**config.mk**
```make
export PLATFORM = sky130hd
export DESIGN_NAME = mips_seq_ctrl
export DESIGN_NICKNAME = d
export VERILOG_FILES = /design/src/rtl/mips_seq_ctrl.sv
export SDC_FILE = /design/constraint.sdc
export NUM_CORES = 1
export LEC_CHECK = 0
export BUFFER_PORTS_ARGS = -buffer_cell sky130_fd_sc_hd__buf_2
export CORE_AREA = 2 2 51 53
export DETAILED_ROUTE_END_ITERATION = 10
export DIE_AREA = 0 0 53 55
export GPL_TIMING_DRIVEN = 0
export PLACE_DENSITY = 0.64
export SYNTH_ARGS = -nofsm -noshare
export SYNTH_HDL_FRONTEND = slang
export SYNTH_SLANG_ARGS = --single-unit
```
**constraint.sdc**
```tcl
create_clock -name clk -period 1.8 [get_ports clk]
set_clock_uncertainty 0.1 [all_clocks]
set_input_delay 0.18 -clock clk [delete_from_list [all_inputs] [get_ports clk]]
set_output_delay 0.18 -clock clk [all_outputs]
set_load 0.02 [all_outputs]
```
**src/rtl/mips_seq_ctrl.sv**
```systemverilog
// Multicycle phase sequencer for the MIPS datapath: walks each instruction through
// FETCH/EXEC/MEM/MULDIV/WB, honours Avalon waitrequest and latches the halt condition.
module mips_seq_ctrl #(
  parameter int MULT_LAT = 4,
  parameter int DIV_LAT  = 32
) (
  input  logic       clk,
  input  logic       reset,
  input  logic       waitrequest,
  input  logic [5:0] opcode,
  input  logic [5:0] function_code,
  input  logic       next_pc_zero,
  output logic [2:0] state,
  output logic       read,
  output logic       write,
  output logic       ir_load,
  output logic       pc_write,
  output logic       reg_wr_phase,
  output logic       muldiv_start,
  output logic       hilo_wren,
  output logic       active,
  output logic       halted
);

  localparam int MAX_LAT = (MULT_LAT > DIV_LAT) ? MULT_LAT : DIV_LAT;
  localparam int CW      = $clog2(MAX_LAT + 1);

  typedef enum logic [2:0] {
    S_FETCH  = 3'd0,
    S_EXEC   = 3'd1,
    S_MEM    = 3'd2,
    S_MULDIV = 3'd3,
    S_WB     = 3'd4,
    S_HALT   = 3'd5
  } state_t;

  state_t        state_q, state_d;
  logic [CW-1:0] cnt_q, cnt_d;
  logic          halted_q, halted_d;

  logic is_load, is_store, is_muldiv, is_div;
  logic read_c, write_c, ir_load_c, pc_write_c, reg_wr_c, mstart_c, hilo_c;

  assign is_load   = (opcode >= 6'd32) && (opcode <= 6'd38);
  assign is_store  = (opcode == 6'd40) || (opcode == 6'd41) || (opcode == 6'd43);
  assign is_muldiv = (opcode == 6'd0) && (function_code >= 6'd24) && (function_code <= 6'd27);
  assign is_div    = function_code[1];

  always_ff @(posedge clk) begin
    if (reset) begin
      state_q  <= S_FETCH;
      cnt_q    <= '0;
      halted_q <= 1'b0;
    end else begin
      state_q  <= state_d;
      cnt_q    <= cnt_d;
      halted_q <= halted_d;
    end
  end

  always_comb begin
    state_d    = state_q;
    cnt_d      = cnt_q;
    read_c     = 1'b0;
    write_c    = 1'b0;
    ir_load_c  = 1'b0;
    pc_write_c = 1'b0;
    reg_wr_c   = 1'b0;
    mstart_c   = 1'b0;
    hilo_c     = 1'b0;
    case (state_q)
      S_FETCH: begin
        read_c = 1'b1;
        if (!waitrequest) begin
          ir_load_c = 1'b1;
          state_d   = S_EXEC;
        end
      end
      S_EXEC: begin
        if (is_load || is_store) begin
          state_d = S_MEM;
        end else if (is_muldiv) begin
          mstart_c = 1'b1;
          cnt_d    = is_div ? CW'(DIV_LAT - 1) : CW'(MULT_LAT - 1);
          state_d  = S_MULDIV;
        end else begin
          reg_wr_c   = 1'b1;
          pc_write_c = 1'b1;
          state_d    = next_pc_zero ? S_HALT : S_FETCH;
        end
      end
      S_MEM: begin
        // Strobe is Moore on the opcode so it stays put across a stall.
        read_c  = is_load;
        write_c = is_store;
        if (!waitrequest) begin
          if (is_store) begin
            pc_write_c = 1'b1;
            state_d    = S_FETCH;
          end else begin
            state_d = S_WB;
          end
        end
      end
      S_MULDIV: begin
        if (cnt_q == '0) begin
          hilo_c     = 1'b1;
          pc_write_c = 1'b1;
          state_d    = S_FETCH;
        end else begin
          cnt_d = cnt_q - 1'b1;
        end
      end
      S_WB: begin
        reg_wr_c   = 1'b1;
        pc_write_c = 1'b1;
        state_d    = S_FETCH;
      end
      S_HALT:  state_d = S_HALT;
      default: state_d = S_FETCH;
    endcase
  end

  assign halted_d = halted_q | (state_d == S_HALT);

  // Strobes are suppressed while reset is held so nothing partial commits.
  assign state        = state_q;
  assign read         = read_c     & ~reset;
  assign write        = write_c    & ~reset;
  assign ir_load      = ir_load_c  & ~reset;
  assign pc_write     = pc_write_c & ~reset;
  assign reg_wr_phase = reg_wr_c   & ~reset;
  assign muldiv_start = mstart_c   & ~reset;
  assign hilo_wren    = hilo_c     & ~reset;
  assign active       = (state_q != S_HALT);
  assign halted       = halted_q;

endmodule

```
==> results of run 1 <==
[flip-flops by register name, summed over array words and instances (netlist names)]
name,count
cnt_q,6
state,3
halted,1
[cell families (layout without fill, tap and decap cells)]
logic type / count (synthesis) / after routing
AND/OR/NAND/NOR: 45 / 45
AO/OA/AOI/OAI: 31 / 31
flip-flops: 10 / 10
buffers and inverters: 9 / 57
adder cells (fa/ha/maj): 1 / 1
XOR/XNOR: 1 / 1
multiplexers: 1 / 1
[routing by layer]
metal  vias up  global-route usage, %  wire (um)
li1        462                      -          -
met1       440                   21.6        987
met2        17                   37.9       1350
met3         0                   5.11         82
met4         0                   2.56          0
met5         -                      0          0
[power by group through the flow]
stage / logic (uW) / clock network [uW] / registers, uW
after floorplan: 104 / 0 / 247
after global placement: 163 / 0 / 238
after detailed placement: 165 / 0 / 239
after CTS: 214 / 218 / 235
after global routing: 243 / 229 / 236
final: 225 / 215 / 234
[cells in the mapped netlist, drive strengths merged, types with 2 or more instances]
master,number
nor3b,3
nor2,14
nand3b,2
dfxtp,10
nor2b,2
buf,3
nand2b,5
nor4,4
o21ai,6
or2,2
a211oi,3
inv,5
a21o,2
a211o,2
nor3,3
nand2,3
a31o,2
a21oi,9
[cells in the final DEF, fill, tap and decap left out, types with 3 or more instances in the layout]
cell type,netlist,final
sky130_fd_sc_hd__buf_4,0,22
sky130_fd_sc_hd__nand2_1,3,3
sky130_fd_sc_hd__a21oi_2,2,3
sky130_fd_sc_hd__buf_6,2,3
sky130_fd_sc_hd__clkbuf_4,0,3
sky130_fd_sc_hd__nor2_1,14,12
sky130_fd_sc_hd__nor3_1,3,3
sky130_fd_sc_hd__dfxtp_1,10,5
sky130_fd_sc_hd__dfxtp_4,0,3
sky130_fd_sc_hd__nand2b_1,5,3
sky130_fd_sc_hd__buf_2,1,21
sky130_fd_sc_hd__a21oi_1,7,5
sky130_fd_sc_hd__o21ai_0,6,4
sky130_fd_sc_hd__inv_1,5,3
[what timing repair did]
item,4_1_cts,5_1_grt
endpoints found under the hold margin,0,0
setup endpoints to repair,6,9
buffers inserted,18,3
pin swaps,11,8
resized for setup,29,13
[layout make-up]
cell class	count	area, um2
Fill cell	228	1070
Multi-Input combinational cell	79	667
Timing Repair Buffer	45	293
Sequential cell	10	214
Tap cell	30	37.5
Clock buffer	4	36.3
Buffer	3	30.0
Inverter	5	21.3
[metrics by stage]
| step | setup TNS (ns) | instances | hold slack [ns] | utilization [%] |
|---|---|---|---|---|
| 6_report | -0.0827 | 176 | 0.103 | 54.9 |
| 5_1_grt | -0.435 | 176 | 0.108 | 54.9 |
| 4_1_cts | -0.238 | 174 | 0.0679 | 52.8 |
| 3_5_place_dp | -0.525 | 154 | 0.361 | 41.9 |
| 3_3_place_gp | -0.421 | 154 | 0.355 | 41.9 |
| 2_1_floorplan | 0 | 98 | 0.159 | - |
[path summary, 6_finish.rpt]
check / start / end / cells past startpoint
worst min-delay path: reset / cnt_q[1] / 2
worst max-delay path: cnt_q[1] / pc_write / 8
worst min register to register: halted / halted / 2
worst max register to register: cnt_q[1] / cnt_q[2] / 8
[critical path, delay by kind of cell, from the launching register on]
kind | cells | cell delay, ns
fa+ha+maj | 1 | 0.15
compound gates | 2 | 0.29
simple gates | 3 | 0.33
flops | 1 | 0.33
buf+inv | 2 | 0.22
==> results by group, run 1 <==
GRT
  • Maximum number of pins on one net before global-route repair: 11
  • Global-route wire length before repair: 4140 um
  • Total global routing overflow: 0
  • Total global-route track usage: 19.4%
  • Via count of the first global-routing pass: 932
  • Initial antenna violation count: 0

Floorplan
  • Starting density of the core: 33.9%
  • Die Area: 2920 um2
  • Horizontal die dimension: 53 um
  • Standard-cell rows: 18
  • Die boundary height: 55 um
  • I/O pin cnt: 28
  • Area of the placeable core: 2360 um2

Yosys
  • Synth async-reset ratio: 0%
  • Synth warn: 0
  • Simple-Gate Fraction of Synth Area: 34.5%
  • XOR/XNOR Fraction of Synth Area: 1.09%
  • Most used DFF post-synth: sky130_fd_sc_hd__dfxtp_1
  • Mux cell area share after synthesis: 1.40%
  • Top-area cell type share of the netlist area: 25.0%
  • Netlist area before placement: 802 um2
  • Post-synthesis instance total: 98
  • Compound-cell area share of the yosys netlist: 30.3%
  • Yosys top cell by area: sky130_fd_sc_hd__dfxtp_1
  • Area contributors post-synth: sky130_fd_sc_hd__dfxtp_1 (25%), sky130_fd_sc_hd__nor2_1 (6.6%), sky130_fd_sc_hd__a21oi_1 (4.4%)
  • Post-synth EDFFs: 0
  • Sequential cell area fraction in the yosys report: 25.0%
  • Number of synthesized register bits: 10
  • Synthesized area per cell: 8.18 um2
  • Main combinational cell family by area after synthesis: simple AND/OR/NAND/NOR gates
  • Post-Syn Nets: 115
  • Post-Synth Adder-Cell Area: 1.56%
  • Count of cell types in the netlist: 42

Placement
  • Final RePlAce weighted congestion: 0.733
  • Worst slack after detailed placement: -0.251 ns
  • Post-DP HPWL: 1540 um
  • Port Buffers: 26
  • Area post-placement: 991 um2

Timing
  • Setup violators final: 2
  • Slew HR: 61.8%
  • Final count of hold timing violations: 0
  • Min cycle time layout: 1.88 ns
  • Crit share post-route: 104%
  • Number of max-slew violations in the final report: 0
  • Post-route setup slack: -0.0763 ns
  • Setup repair after global routing missed its margin: true
  • Max Fclk: 533 MHz
  • Slew at the pin with the worst max-slew slack: 0.573 ns

Power
  • Clk network pwr share: 31.8%
  • PnR Total Power: 674 uW
  • Flop pwr share: 34.8%
  • Psw: 213 uW
  • Share of total power in combinational logic: 33.4%
  • Sw Ratio: 31.6%
  • Pwr dens: 519 nW/um2
  • Worst ir drop on vdd: 0.386 mV
  • Internal Pwr Total: 461 uW
  • Lkg Pwr: 0.000548 uW

Clock network
  • Number of levels the H-tree was split into: 1
  • Clock network latency to the later pin of the worst-skew pair: 0.27 ns
  • Maximum clock path buffer count: 2
  • CTS root buf: sky130_fd_sc_hd__clkbuf_4
  • CTS tree: yes
  • CTS Sinks: 10
  • Total clock buffers created by CTS: 3
  • Clock-pin slew reported for the worst setup and hold paths after clock tree synthesis: 0.08 ns
  • Cts-stage hold buffer count: 0

Worst setup path
  • Maximum fanout along the worst path: 2
  • Critical Path Slowest Stage Cell: sky130_fd_sc_hd__dfxtp_2
  • Startpoint type of the worst setup path: flop
  • Register-to-Register Setup Slack: 0.08 ns
  • Type of element capturing the critical path: output port
  • Critical Path RT: 1.52 ns
  • CP Cell Sequence: inv_2 > ha_4 > nand2b_4 > nor4_4 > nand2_1 > a21o_1 > a21oi_2 > buf_4
  • Peak per-stage delay on the critical path: 0.33 ns
  • Kind of critical path: reg -> out
  • Endpoint arrival time on the critical path: 1.60 ns

Cells and area
  • Fraction of final layout cells sized beyond drive strength 1: 57.5%
  • Final instance area: 1300 um2
  • # nets final: 164
  • Area growth syn-to-layout: 61.9%
  • Number of antenna diodes: 0

Route
  • Number of search-and-repair iterations in the first detailed-routing pass: 4
  • Vias after detailed routing: 919
  • Antenna violation net count after detailed routing: 0
  • Total wire length: 2420 um
  • DR WL/cell: 13.8 um
  • Remaining routing DRC violations: 0
  • Detail-routed via count per cell: 5.22
  • DRT iter0 DRCs: 11

Min path
  • Tightest Hold Check Type: in -> reg

Run status
  • Violations in the final reports: setup timing
  • Run status: complete, but fails checks

Flow run
  • Max-cap violations: 0
Note: power is estimated with default switching activity, not from simulation.
==> run 2: changes to the inputs <==
--- a/config.mk
+++ b/config.mk
@@ -10,7 +10,6 @@
 export DETAILED_ROUTE_END_ITERATION = 10
 export DIE_AREA = 0 0 53 55
 export GPL_TIMING_DRIVEN = 0
-export PLACE_DENSITY = 0.64
 export SYNTH_ARGS = -nofsm -noshare
 export SYNTH_HDL_FRONTEND = slang
 export SYNTH_SLANG_ARGS = --single-unit
==> run 2 against run 1 <==
Compared with the run above:
- the run still ends with setup timing left
- routed wire length is 10% higher
- final cell count up 2.8%
- hold slack improved by 0.030 ns
- sequential share of layout area fell by 0.58 points
==> results by group, run 2 (synthesized netlist as in run 1, its figures left out) <==
Run status
  • Run status: complete, but fails checks
  • Violations in the final reports: setup timing

Timing
  • Setup repair after global routing missed its margin: true
  • Crit share post-route: 103%
  • Setup violators final: 1
  • Worst hold-check slack: 0.133 ns
  • Number of max-slew violations in the final report: 0
  • Post-route setup slack: -0.0596 ns
  • Fin Setup TNS: -0.0596 ns
  • Final count of hold timing violations: 0
  • Slew HR: 63.4%
  • Min cycle time layout: 1.86 ns
  • Slew at the pin with the worst max-slew slack: 0.548 ns
  • Max Fclk: 538 MHz

Worst setup path
  • Startpoint type of the worst setup path: primary input
  • Type of element capturing the critical path: output port
  • Maximum fanout along the worst path: 4
  • Critical Path RT: 1.52 ns
  • Kind of critical path: in -> out
  • Worst setup path startpoint: opcode[1]
  • Endpoint arrival time on the critical path: 1.58 ns
  • Reg2Reg Launch Point: state[1]
  • Register-to-Register Setup Slack: 0.04 ns

Route
  • Total wire length: 2670 um
  • DRT iter0 DRCs: 10
  • Detail-routed via count per cell: 5.40
  • Vias after detailed routing: 977
  • DR WL/cell: 14.7 um
  • Antenna violation net count after detailed routing: 0
  • Number of search-and-repair iterations in the first detailed-routing pass: 4
  • Remaining routing DRC violations: 0

Cells and area
  • Most common cell after layout, fill and taps aside: sky130_fd_sc_hd__buf_4
  • Count of fill cells added during filler insertion: 217
  • Number of antenna diodes: 0
  • FF/Latch Area: 211 um2
  • Number of flip-flops in the largest register: 6
  • Area of the multi-input gates: 674 um2
  • Final core occ: 56.2%
  • # nets final: 170
  • Top library cells by usage in the layout, fill and taps aside: sky130_fd_sc_hd__buf_4 (27), sky130_fd_sc_hd__buf_2 (22), sky130_fd_sc_hd__nor2_1 (13)
  • Area growth syn-to-layout: 65.8%
  • Final instance area: 1330 um2
  • Fraction of final layout cells sized beyond drive strength 1: 60.3%
  • Register with the highest flop count: cnt_q

Placement
  • Post-DP HPWL: 1560 um
  • Final RePlAce weighted congestion: 0.770
  • Port Buffers: 26
  • Area post-placement: 991 um2

Clock network
  • Total clock buffers created by CTS: 3
  • Clock-pin slew reported for the worst setup and hold paths after clock tree synthesis: 0.06 ns
  • Clock network latency to the later pin of the worst-skew pair: 0.27 ns
  • CTS Sinks: 10
  • Maximum clock path buffer count: 2
  • CTS tree: yes
  • Number of levels the H-tree was split into: 1
  • CTS root buf: sky130_fd_sc_hd__clkbuf_4

Power
  • Sw Ratio: 32.9%
  • Pwr dens: 483 nW/um2
  • Lkg Pwr: 0.000572 uW
  • Flop pwr share: 36.8%
  • Psw: 211 uW
  • Share of total power in combinational logic: 38.5%
  • Internal Pwr Total: 431 uW
  • Worst ir drop on vdd: 0.373 mV
  • Clk network pwr share: 24.7%

Floorplan
  • Standard-cell rows: 18
  • Die boundary height: 55 um
  • Starting density of the core: 33.9%
  • Horizontal die dimension: 53 um
  • Die Area: 2920 um2
  • I/O pin cnt: 28
  • Area of the placeable core: 2360 um2

GRT
  • Global-route wire length before repair: 4190 um
  • Initial antenna violation count: 0
  • Via count of the first global-routing pass: 966
  • Total global routing overflow: 0
  • Total global-route track usage: 19.7%
  • Maximum number of pins on one net before global-route repair: 11

Min path
  • Tightest Hold Check Type: in -> reg
  • Startpoint of the tightest hold check path: next_pc_zero

Flow run
  • Max-cap violations: 0
run 2: changes by cell type in the layout (fill, tap and decap cells not counted), sizes merged:
cell    before  now
clkbuf       5    4
buf         47   53
run 2: area by class of cell:
cell class,instances,share of cell area (%)
Tap cell,30,2.82
Timing Repair Buffer,51,25.2
Clock buffer,3,1.69
Multi-Input combinational cell,79,50.7
Buffer,3,2.26
Sequential cell,10,15.9
Inverter,5,1.41
run 2: stage by stage:
| stage | setup slack (ns) | total power (uW) | instances |
|---|---|---|---|
| floorplan | 0.0323 | 351 | 98 |
| global placement | -0.186 | 402 | 154 |
| detailed placement | -0.155 | 405 | 154 |
| CTS | -0.124 | 586 | 169 |
| global route | -0.134 | 678 | 181 |
| finish | -0.0596 | 642 | 181 |
run 2: path summary, 6_finish.rpt:
check / endpoint / depth (start not counted)
worst max-delay path: pc_write / 7
worst min-delay path: state[2] / 3
worst max register to register: halted / 7
worst min register to register: cnt_q[0] / 1
run 2: layer usage:
metal,vias to the layer above,track usage [%],routed length (um)
li1,473,-,-
met1,467,22.0,1120
met2,32,36.5,1360
met3,5,5.65,141
met4,0,5.56,43
met5,-,0,0
run 2: repair_timing:
action	in CTS	in global routing
gates resized for setup	24	15
setup endpoints to repair	5	9
pin swaps	7	12
setup buffers	13	12
hold buffers	0	0
run 2: power groups by stage:
stage / Clock, uW / Sequential [uW] / Combinational (uW)
3_5_place_dp: 0 / 239 / 166
5_1_grt: 179 / 237 / 262
4_1_cts: 160 / 235 / 191
6_report: 159 / 236 / 247
3_3_place_gp: 0 / 238 / 164
2_1_floorplan: 0 / 247 / 104
run 2: critical path, stage by stage:
cell	delay (ns)
sky130_fd_sc_hd__buf_2	0.12
sky130_fd_sc_hd__nor2b_1	0.13
sky130_fd_sc_hd__or4b_4	0.53
sky130_fd_sc_hd__nand2b_1	0.16
sky130_fd_sc_hd__a21o_1	0.19
sky130_fd_sc_hd__a21oi_2	0.13
sky130_fd_sc_hd__buf_6	0.14
==> run 3: changes to the inputs <==
--- a/config.mk
+++ b/config.mk
@@ -10,6 +10,7 @@
 export DETAILED_ROUTE_END_ITERATION = 10
 export DIE_AREA = 0 0 53 55
 export GPL_TIMING_DRIVEN = 0
+export RECOVER_POWER = 25
 export SYNTH_ARGS = -nofsm -noshare
 export SYNTH_HDL_FRONTEND = slang
 export SYNTH_SLANG_ARGS = --single-unit
==> run 3 against run 2 <==
Compared with the run above:
- the run still ends with setup timing left
- utilization decreased by 0.16 points
- critical path depth did not move
- global-route usage is the same
- combinational power barely moved
- maximum frequency stayed put
- clock-buffer cell count stayed put
- sequential power hardly changed
- non-clock buffer count unchanged
- largest cell class unchanged
==> results by group, run 3 (synthesized netlist as in run 1, its figures left out) <==
Power
  • Lkg Pwr: 0.000560 uW
  • Worst ir drop on vdd: 0.373 mV
  • Pwr dens: 483 nW/um2
  • PnR Total Power: 640 uW

Worst setup path
  • Register-to-Register Setup Slack: 0.04 ns
  • Peak per-stage delay on the critical path: 0.53 ns
  • Number of buffer and inverter stages on the critical path: 2
  • Endpoint arrival time on the critical path: 1.58 ns
  • Type of element capturing the critical path: output port
  • Critical Path RT: 1.52 ns
  • Critical R2R Capture: halted
  • Family of cells with the greatest summed delay on the critical path: simple AND/OR/NAND/NOR gates
  • Reg2Reg Launch Point: state[1]
  • Kind of critical path: in -> out
  • CP Cell Sequence: buf_2 > nor2b_1 > or4b_4 > nand2b_1 > a21o_1 > a21oi_2 > buf_6
  • Worst reg2reg path depth: 7
  • Critical Path Slowest Stage Cell: sky130_fd_sc_hd__or4b_4
  • Maximum fanout along the worst path: 4
  • Startpoint type of the worst setup path: primary input

Run status
  • Run status: complete, but fails checks
  • Violations in the final reports: setup timing

GRT
  • Global-route wire length before repair: 4190 um
  • Initial antenna violation count: 0
  • Total global-route track usage: 19.7%
  • Total global routing overflow: 0
  • Maximum number of pins on one net before global-route repair: 11
  • Via count of the first global-routing pass: 966

Cells and area
  • Most common cell after layout, fill and taps aside: sky130_fd_sc_hd__buf_4
  • Final instance area: 1330 um2
  • FF/Latch Area: 211 um2
  • Final core occ: 56.1%
  • Number of flip-flops in the largest register: 6
  • Register with the highest flop count: cnt_q
  • Fraction of final layout cells sized beyond drive strength 1: 58.3%
  • # nets final: 170
  • Number of antenna diodes: 0
  • Count of fill cells added during filler insertion: 220
  • Top library cells by usage in the layout, fill and taps aside: sky130_fd_sc_hd__buf_4 (27), sky130_fd_sc_hd__buf_2 (19), sky130_fd_sc_hd__nor2_1 (13)
  • Area of the multi-input gates: 674 um2
  • Area growth syn-to-layout: 65.4%

Timing
  • Min cycle time layout: 1.86 ns
  • Slew at the pin with the worst max-slew slack: 0.548 ns
  • Slew HR: 63.4%
  • Post-route setup slack: -0.0596 ns
  • Max Fclk: 538 MHz
  • Final count of hold timing violations: 0
  • Setup violators final: 1
  • Setup repair after global routing missed its margin: true
  • Number of max-slew violations in the final report: 0
  • Fin Setup TNS: -0.0596 ns
  • Crit share post-route: 103%

Placement
  • Area post-placement: 991 um2
  • Post-DP HPWL: 1560 um
  • Final RePlAce weighted congestion: 0.770
  • Port Buffers: 26

Floorplan
  • Die boundary height: 55 um
  • Standard-cell rows: 18
  • Area of the placeable core: 2360 um2
  • Starting density of the core: 33.9%
  • I/O pin cnt: 28
  • Die Area: 2920 um2
  • Horizontal die dimension: 53 um

Route
  • Number of search-and-repair iterations in the first detailed-routing pass: 4
  • DR WL/cell: 14.7 um
  • Antenna violation net count after detailed routing: 0
  • Detail-routed via count per cell: 5.40
  • DRT iter0 DRCs: 10
  • Remaining routing DRC violations: 0
  • Total wire length: 2660 um
  • Vias after detailed routing: 977

Clock network
  • Number of levels the H-tree was split into: 1
  • CTS tree: yes
  • Maximum clock path buffer count: 2
  • Clock network latency to the later pin of the worst-skew pair: 0.27 ns
  • CTS Sinks: 10
  • Clock-pin slew reported for the worst setup and hold paths after clock tree synthesis: 0.06 ns
  • Total clock buffers created by CTS: 3
  • CTS root buf: sky130_fd_sc_hd__clkbuf_4

Min path
  • Cell depth of the worst min-delay path: 3
  • Startpoint of the tightest hold check path: next_pc_zero
  • Tightest Hold Check Type: in -> reg
  • Sink of the worst hold path: state[2]

Flow run
  • Max-cap violations: 0
[run 3: cell types whose count changed in the layout (fill, tap and decap cells not counted), sizes merged]
cell | previous run | this run
buf | 53 | 50
clkbuf | 4 | 7
[run 3: routing by layer]
metal | global-route usage, % | routed length (um)
met1 | 22.0 | 1110
met2 | 36.5 | 1360
met3 | 5.65 | 146
met4 | 5.56 | 43
met5 | 0 | 0
[run 3: per-stage QoR]
step                hold WS [ns]  instances  setup WS, ns
finish                     0.133        181       -0.0596
global placement           0.358        154        -0.186
floorplan                  0.159         98        0.0323
global route               0.128        181        -0.134
CTS                       0.0875        169        -0.124
detailed placement         0.357        154        -0.155
[run 3: worst register-to-register path: stages, from the launching register on]
cell,delay [ns]
sky130_fd_sc_hd__dfxtp_4,0.35
sky130_fd_sc_hd__buf_4,0.15
sky130_fd_sc_hd__buf_4,0.14
sky130_fd_sc_hd__nand3b_4,0.13
sky130_fd_sc_hd__a41oi_4,0.23
sky130_fd_sc_hd__nor2_2,0.06
sky130_fd_sc_hd__a211o_1,0.27
sky130_fd_sc_hd__o32ai_2,0.25
[run 3: how the worst max path moves through the flow]
stage / startpoint / end / slack [ns] / cells past startpoint
6_report: opcode[1] / pc_write / -0.06 / 7
2_1_floorplan: opcode[4] / read / 0.03 / 3
4_1_cts: cnt_q[1] / pc_write / -0.12 / 8
3_3_place_gp: cnt_q[0] / halted / -0.19 / 7
3_5_place_dp: cnt_q[0] / halted / -0.16 / 7
5_1_grt: cnt_q[1] / pc_write / -0.13 / 8
[run 3: cell type report]
class	instances	area share [%]
tap	30	2.83
multi-input combinational	79	50.8
inverter	5	1.42
sequential	10	15.9
buffer	3	2.26
timing repair buffer	51	25.0
clock buffer	3	1.70
[run 3: where the power goes]
group,switching [uW],total (uW),internal [uW],leakage (uW)
sequential,8.38,236,228,0.0000838
clock,81.6,159,77.3,0.0000138
combinational,121,245,124,0.000462
[run 3: timing repair]
action | CTS | global route
endpoints found under the setup margin | 5 | 9
pin swaps | 7 | 12
resized for setup | 24 | 15
gates cloned | 0 | 0
setup buffers | 13 | 12
hold buffers | 0 | 0
